File: src/rtl/apb_mst_bridge.sv
`timescale 1ns/1ps
// Command/response to APB master bridge: one transfer in flight, registered APB outputs.
// Optional wait-state timeout is compiled in with the APB_MST_TIMEOUT_EN macro.
module apb_mst_bridge #(
    parameter int P_ADDR_BITWIDTH  = 32,
    parameter int P_DATA_BITWIDTH  = 32,
    parameter int P_TIMEOUT_CYCLES = 256
) (
    input  logic                         PCLK,
    input  logic                         PRESETn,
    input  logic                         cmd_valid,
    output logic                         cmd_ready,
    input  logic                         cmd_write,
    input  logic [P_ADDR_BITWIDTH-1:0]   cmd_addr,
    input  logic [P_DATA_BITWIDTH-1:0]   cmd_wdata,
    input  logic [P_DATA_BITWIDTH/8-1:0] cmd_strb,
    input  logic [2:0]                   cmd_prot,
    output logic                         rsp_valid,
    input  logic                         rsp_ready,
    output logic [P_DATA_BITWIDTH-1:0]   rsp_rdata,
    output logic                         rsp_err,
    output logic [P_ADDR_BITWIDTH-1:0]   PADDR,
    output logic [2:0]                   PPROT,
    output logic                         PSEL,
    output logic                         PENABLE,
    output logic                         PWRITE,
    output logic [P_DATA_BITWIDTH-1:0]   PWDATA,
    output logic [P_DATA_BITWIDTH/8-1:0] PSTRB,
    input  logic                         PREADY,
    input  logic [P_DATA_BITWIDTH-1:0]   PRDATA,
    input  logic                         PSLVERR
);

    typedef enum logic [1:0] {
        S_IDLE   = 2'd0,
        S_SETUP  = 2'd1,
        S_ACCESS = 2'd2,
        S_RESP   = 2'd3
    } state_t;

    state_t state;

`ifdef APB_MST_TIMEOUT_EN
    localparam int CW = $clog2(P_TIMEOUT_CYCLES + 1);
    logic [CW-1:0] to_cnt;
`endif

    // cmd_ready is registered: it rises on the clock that enters IDLE and
    // falls on the clock that accepts a command, so it is 1 exactly in IDLE.
    always_ff @(posedge PCLK or negedge PRESETn) begin
        if (!PRESETn) begin
            state     <= S_IDLE;
            cmd_ready <= 1'b0;
            rsp_valid <= 1'b0;
            rsp_rdata <= '0;
            rsp_err   <= 1'b0;
            PADDR     <= '0;
            PPROT     <= '0;
            PSEL      <= 1'b0;
            PENABLE   <= 1'b0;
            PWRITE    <= 1'b0;
            PWDATA    <= '0;
            PSTRB     <= '0;
`ifdef APB_MST_TIMEOUT_EN
            to_cnt    <= '0;
`endif
        end else begin
            case (state)
                S_IDLE: begin
                    if (cmd_valid && cmd_ready) begin
                        PADDR     <= cmd_addr;
                        PPROT     <= cmd_prot;
                        PWRITE    <= cmd_write;
                        PWDATA    <= cmd_wdata;
                        PSTRB     <= cmd_write ? cmd_strb : '0;
                        PSEL      <= 1'b1;
                        cmd_ready <= 1'b0;
                        state     <= S_SETUP;
`ifdef APB_MST_TIMEOUT_EN
                        to_cnt    <= '0;
`endif
                    end else begin
                        cmd_ready <= 1'b1;
                    end
                end
                S_SETUP: begin
                    PENABLE <= 1'b1;
                    state   <= S_ACCESS;
                end
                S_ACCESS: begin
                    if (PREADY) begin
                        PSEL      <= 1'b0;
                        PENABLE   <= 1'b0;
                        rsp_valid <= 1'b1;
                        rsp_rdata <= PWRITE ? '0 : PRDATA;
                        rsp_err   <= PSLVERR;
                        state     <= S_RESP;
                    end
`ifdef APB_MST_TIMEOUT_EN
                    // Abandon a slave that never answers; the response reports an error.
                    else if (to_cnt == CW'(P_TIMEOUT_CYCLES - 1)) begin
                        PSEL      <= 1'b0;
                        PENABLE   <= 1'b0;
                        rsp_valid <= 1'b1;
                        rsp_rdata <= '0;
                        rsp_err   <= 1'b1;
                        state     <= S_RESP;
                    end else begin
                        to_cnt <= to_cnt + 1'b1;
                    end
`endif
                end
                S_RESP: begin
                    if (rsp_ready) begin
                        rsp_valid <= 1'b0;
                        cmd_ready <= 1'b1;
                        state     <= S_IDLE;
                    end
                end
                default: state <= S_IDLE;
            endcase
        end
    end

endmodule

File: config.mk
export PLATFORM = sky130hd
export DESIGN_NAME = apb_mst_bridge
export DESIGN_NICKNAME = d
export VERILOG_FILES = /design/src/rtl/apb_mst_bridge.sv
export SDC_FILE = /design/constraint.sdc
export NUM_CORES = 1
export LEC_CHECK = 0
export ABC_AREA = 1
export CAP_MARGIN = 20
export CORE_MARGIN = 2
export CORE_UTILIZATION = 38
export CTS_BUF_LIST = sky130_fd_sc_hd__clkbuf_8
export DETAILED_ROUTE_END_ITERATION = 10
export GPL_TIMING_DRIVEN = 0
export PLACE_DENSITY = 0.78
export RECOVER_POWER = 100
export SETUP_SLACK_MARGIN = 0.02
export SLEW_MARGIN = 20
export SYNTH_ARGS = -nofsm -noshare
export SYNTH_HDL_FRONTEND = slang
export SYNTH_SLANG_ARGS = --single-unit
File: constraint.sdc
create_clock -name PCLK -period 1.2 [get_ports PCLK]
set_input_delay 0.24 -clock PCLK [delete_from_list [all_inputs] [get_ports PCLK]]
set_output_delay 0.24 -clock PCLK [all_outputs]
set_load 0.005 [all_outputs]
# Word-level counts from Yosys, hierarchy flattened

Cells that the tools add are included.

Bits in registers: 111
Output and inout port bits: 109

Reduce and logical (&&, ||, !) cells: 13
Eq/ne operators: 6
Multiplexer cells: 16

Operators with widths:

| operator                                             | count |
|---|---|
| 2-to-1 mux 32 bit                                    | 1 |
| AND reduction 3 bit                                  | 3 |
| case mux 1 bit (2 select lines)                      | 4 |
| case mux 2 bit (4 select lines)                      | 1 |
| AND reduction 2 bit                                  | 4 |
| nonzero test 2 bit                                   | 4 |
| 2-to-1 mux 1 bit                                     | 6 |
| 2-to-1 mux 2 bit                                     | 3 |
| inequality test 2 bit (second input constant)        | 3 |
| equality test 2 bit (second input constant)          | 2 |
| 2-to-1 mux 4 bit                                     | 1 |
| equality test 2 x 1 -> 1 bit (second input constant) | 1 |
| logical NOT 2 bit                                    | 1 |
| logical AND 1 bit                                    | 1 |

# Depth between registers and ports, before layout

Depth after elaboration: 3
Mapped depth: 8
Mapped depth without buffers: 7

# Least setup slack after synthesis

OpenSTA, ideal clock, no wires.

Path kind: reg-to-reg
From: register state[0]
To: register PSTRB[0]
Required time: 1.083 ns
Arrival time: 1.246 ns
Cell stages (with the launch flop): 9
Period minus slack after synthesis: 1.364 ns
Slack: -0.164 ns
Path buffers: 1
Cells stage by stage: dfrtp_1 inv_1 ha_1 inv_2 nor2_4 inv_2 buf_2 nand2_1 nand2_1

Word-level cells in the longest chain between the ends: 2

Ends and longest elaborated chain:

| what                          | line | text |
|---|---|---|
| start, declared               | 41   | `state_t state;` |
| start signal, assigned        | 52   | `state <= S_IDLE;` |
| start signal, assigned        | 78   | `state <= S_SETUP;` |
| start signal, assigned        | 88   | `state <= S_ACCESS;` |
| logical NOT 2 bit             | 68   | `case (state)` |
| AND reduction 2 bit (no line) | n/a  |  |
| end signal, assigned          | 75   | `PSTRB <= cmd_write ? cmd_strb : '0;` |
| end, declared                 | 28   | `output logic [P_DATA_BITWIDTH/8-1:0] PSTRB,` |

No other way between the ends.
A chain may end at the register's enable or synchronous reset.

# Worst setup path after layout

From: register state[1]
To: register PWDATA[17]

Word-level cells in the longest chain between the ends: 2

Ends and longest elaborated chain:

| what                          | line | text |
|---|---|---|
| logical NOT 2 bit             | 68   |  |
| AND reduction 2 bit (no line) | n/a  |  |
| end signal, assigned          | 74   | `PWDATA <= cmd_wdata;` |
| end, declared                 | 27   | `output logic [P_DATA_BITWIDTH-1:0] PWDATA,` |

No other way between the ends.

==> key figures <==
Outcome
  – Status: finished, violations left
  – Failing checks: setup timing

Finish
  – Final Core Density: 0.618
  – Share of layout cells above drive strength 1: 0.292
  – Non-Filler Instances: roughly 940
  – Area grow syn2layout: 59.5%
  – Final instance area: approximately 7400 sq um
  – Diodes inserted: 0
  – Total Nets Final: 909
  – Fill cells: ~1100

Timing
  – Worst slack on hold paths: 0.395 ns
  – Final setup viols: 109
  – Worst slew margin: 0.477
  – Final period util: 1.15
  – Setup ws final: -0.177 ns
  – Slew @ Worst Pin: around 0.79 ns
  – Max Slew Vio Count: 0
  – Setup_tns: -15.02 ns
  – Max Fclk: 726 MHz
  – RSZ-0062 raised after global routing: true
  – Count of final hold-check violations: 0
  – Clk_skew: 0.00980 ns
  – Post-route minimum period: between 1 and 1.5 ns

Synthesis
  – Synth cell count leaders: nand2_1, dfrtp_1, nand2_2, o21ai_0, buf_2
  – Yosys top cell area share: 0.600
  – Ys flop type: dfrtp_1
  – Synth top area cells: dfrtp_1, nand2_1, nand2_2
  – Number of synthesized flops with an enable pin: 0
  – Mean area per synthesized cell: between 9 and 10 sq um
  – Count leader, synth: nand2_1
  – Seq cells post-synth: 111
  – Async S/R FF share, synth: 1.00
  – Compound-Gate Fraction of Synth Area: 0.0400
  – Cell area after synthesis: between 4000 and 5000 sq um
  – Synth Warn #: 0
  – Largest family of logic cells by synthesized area: simple AND/OR/NAND/NOR gates
  – Post-synthesis xor/xnor area fraction: 0
  – Mux contribution to synthesized area: 0
  – Synth Net Count: around 610
  – Post-synth cell types: 15
  – Synth Instances: 498
  – Post-synth top area cell: dfrtp_1
  – Simple logic cell fraction of the synthesized area: 0.287
  – Sequential fraction of the synthesis area: 0.600
  – Adder-cell area share of the yosys netlist: 0.0162

GRT
  – Vias in the first global route: between 4000 and 5000
  – First-pass GRT wire length: 21600 um
  – Gr ovfl total: 0
  – Largest net degree at the start of global routing: 60
  – Total track usage: 0.209
  – Antenna violations before repair: 0

Clocking
  – CTS tree: done
  – Later-pin clock latency in the skew report: between 0.3 and 0.4 ns
  – Sink Count: 111
  – Clk slew on worst S/H paths: 0.10 ns
  – CTS root buf: clkbuf_8
  – Num CTS Buffers: 9
  – Htree depth: 3
  – Max Root-Sink Buffers: 2

Floorplan
  – Die Y: approximately 110 um
  – Width of the die: 114 um
  – Initial Utilization: 0.387
  – Top-level I/O count: 219
  – Core ar.: 12000 sq um
  – Row count: 40
  – Die ar.: between 10000 and 15000 sq um

Detailed routing
  – WL final: between 10000 and 15000 um
  – Starting DRT DRC Count: 186
  – Vias/cell: 4.60
  – Pre-antenna DRT Iters: 5
  – Routed Antenna Nets: 0
  – # DRC: 0
  – Via count: about 4300
  – Drt wl/cell: between 10 and 15 um

Min path
  – Hold WC Path Type: input port to flop
  – Hold wc startpoint: PRDATA[12]

Worst setup path
  – Crit path cell chain: inv_2 -> ha_4 -> inv_2 -> nor2_4 -> buf_4 -> inv_4 -> buf_6 -> nand2_1 -> nand2_1
  – Data required time of the worst path: around 1.5 ns
  – Path type of the worst setup path: flop to flop
  – Slowest CP cell: dfrtp_2
  – CP endpoint kind: flop
  – Worst Setup SP: state[1]$_DFFE_PN0P_
  – CP arrival: approximately 1.7 ns
  – Max incr delay on CP: ~0.44 ns
  – Worst Path Max Fanout: 10
  – CP Buf/Inv Count: 5
  – Startpoint Class: flop
  – Delay-heaviest family, CP: buffers and inverters
  – Launching point of the worst reg2reg path: state[1]$_DFFE_PN0P_

Placement
  – Worst slack at placement: -0.393 ns
  – Port Buf Inserts: 218
  – Hpwl dp: around 9600 um
  – Inst Count DP: 864
  – RePlAce Congestion: 0.806
  – Dpl cell area: 7090 sq um

Job
  – Max-Cap Viols: 0

Pwr
  – Pwr Total: 16.9 mW
  – Psw: 6.15 mW
  – Logic pwr share: 0.480
  – Power per cell area: between 2000 and 2500 nW/um^2
  – Clock power share: 0.141
  – Sw frac: 0.365
  – Share of power burned in registers: 0.379
  – Leak pwr: roughly 3.8 nW
  – Cell internal pwr: 10.7 mW
  – Max rail drop VDD: ~1200 uV
[power groups by stage]
stage                     Clock (mW)  Combinational [mW]  Sequential, mW
after global routing            2.55                8.97            6.59
after CTS                       2.44                7.62            6.34
final                           2.37                8.10            6.39
after detailed placement           0                8.01            6.53
after global placement             0                7.77            6.45
after floorplan                    0                3.20            6.54
[routing by layer]
layer,track usage,vias to the layer above,share of wire
met5,0,-,0
li1,-,2115,-
met1,0.271,2070,0.43
met3,0.0439,22,0.056
met4,0.0813,0,0.020
met2,0.346,138,0.50
[logic make-up after synthesis]
| logic type | count (synthesis) |
|---|---|
| DFF | 111 |
| adders and majority gates | 6 |
| buffers and inverters | 36 |
| and+or+nand+nor | 308 |
| AOI/OAI and AO/OA | 37 |
[state kept, by name (all words and copies together) (netlist names), 2 cells and up]
register / flops
PWDATA: 32
PSTRB: 4
PPROT: 3
PADDR: 32
rsp_rdata: 32
state: 2
[what timing repair did]
| item | in CTS | in global routing |
|---|---|---|
| setup buffers | 39 | 19 |
| resized for setup | 457 | 32 |
| hold buffers | 1 | 0 |
| gates cloned | 5 | 2 |
| endpoints found under the hold margin | 58 | 0 |
| setup endpoints to repair | 219 | 179 |
| pin swaps | 1 | 6 |
[layout make-up]
type                       count  area [sq um]  area share
clock inverter                 3          42.5     0.00576
clock buffer                  12           165      0.0223
tap                          147           184      0.0249
timing repair buffer         284          2170       0.293
multi-input combinational    351          1690       0.228
buffer                        25           323      0.0437
inverter                      11          43.8     0.00593
sequential                   111          2780       0.376
[worst register-to-register path, stage by stage (launching register included)]
cell and delay, ns:
dfrtp_2 0.44, inv_2 0.08, ha_4 0.13, inv_2 0.04, nor2_4 0.09, buf_4 0.14
inv_4 0.08, buf_6 0.15, nand2_1 0.08, nand2_1 0.06
[final timing paths]
check,end,slack [ns],depth (start not counted)
min in group asynchronous,PWDATA[19]$_DFFE_PN0P_,0.47,2
max in group asynchronous,state[1]$_DFFE_PN0P_,-0.01,3
worst max register to register,PWDATA[17]$_DFFE_PN0P_,-0.18,9
worst min register to register,PADDR[25]$_DFFE_PN0P_,0.48,2
worst max-delay path,PWDATA[17]$_DFFE_PN0P_,-0.18,9
worst min-delay path,rsp_rdata[12]$_DFFE_PN0P_,0.40,3
[cell usage in the layout, fill, tap and decap left out, types with 2 or more instances in the layout]
cell | netlist | routed
o21ai_1 | 0 | 33
buf_2 | 13 | 38
clkbuf_1 | 3 | 60
nand3_1 | 7 | 6
dfrtp_1 | 111 | 110
ha_2 | 0 | 2
clkdlybuf4s50_1 | 0 | 108
buf_4 | 0 | 55
clkbuf_2 | 0 | 14
inv_2 | 2 | 3
buf_6 | 0 | 16
clkbuf_16 | 0 | 2
inv_1 | 9 | 8
a21oi_1 | 2 | 2
buf_16 | 0 | 2
nand2_2 | 60 | 62
nand2_4 | 0 | 4
ha_4 | 0 | 3
nand2_1 | 237 | 231
nand4_1 | 3 | 3
clkbuf_4 | 0 | 2
buf_12 | 7 | 9
clkbuf_8 | 0 | 12
No activity file was read; power rests on OpenSTA's default activity.
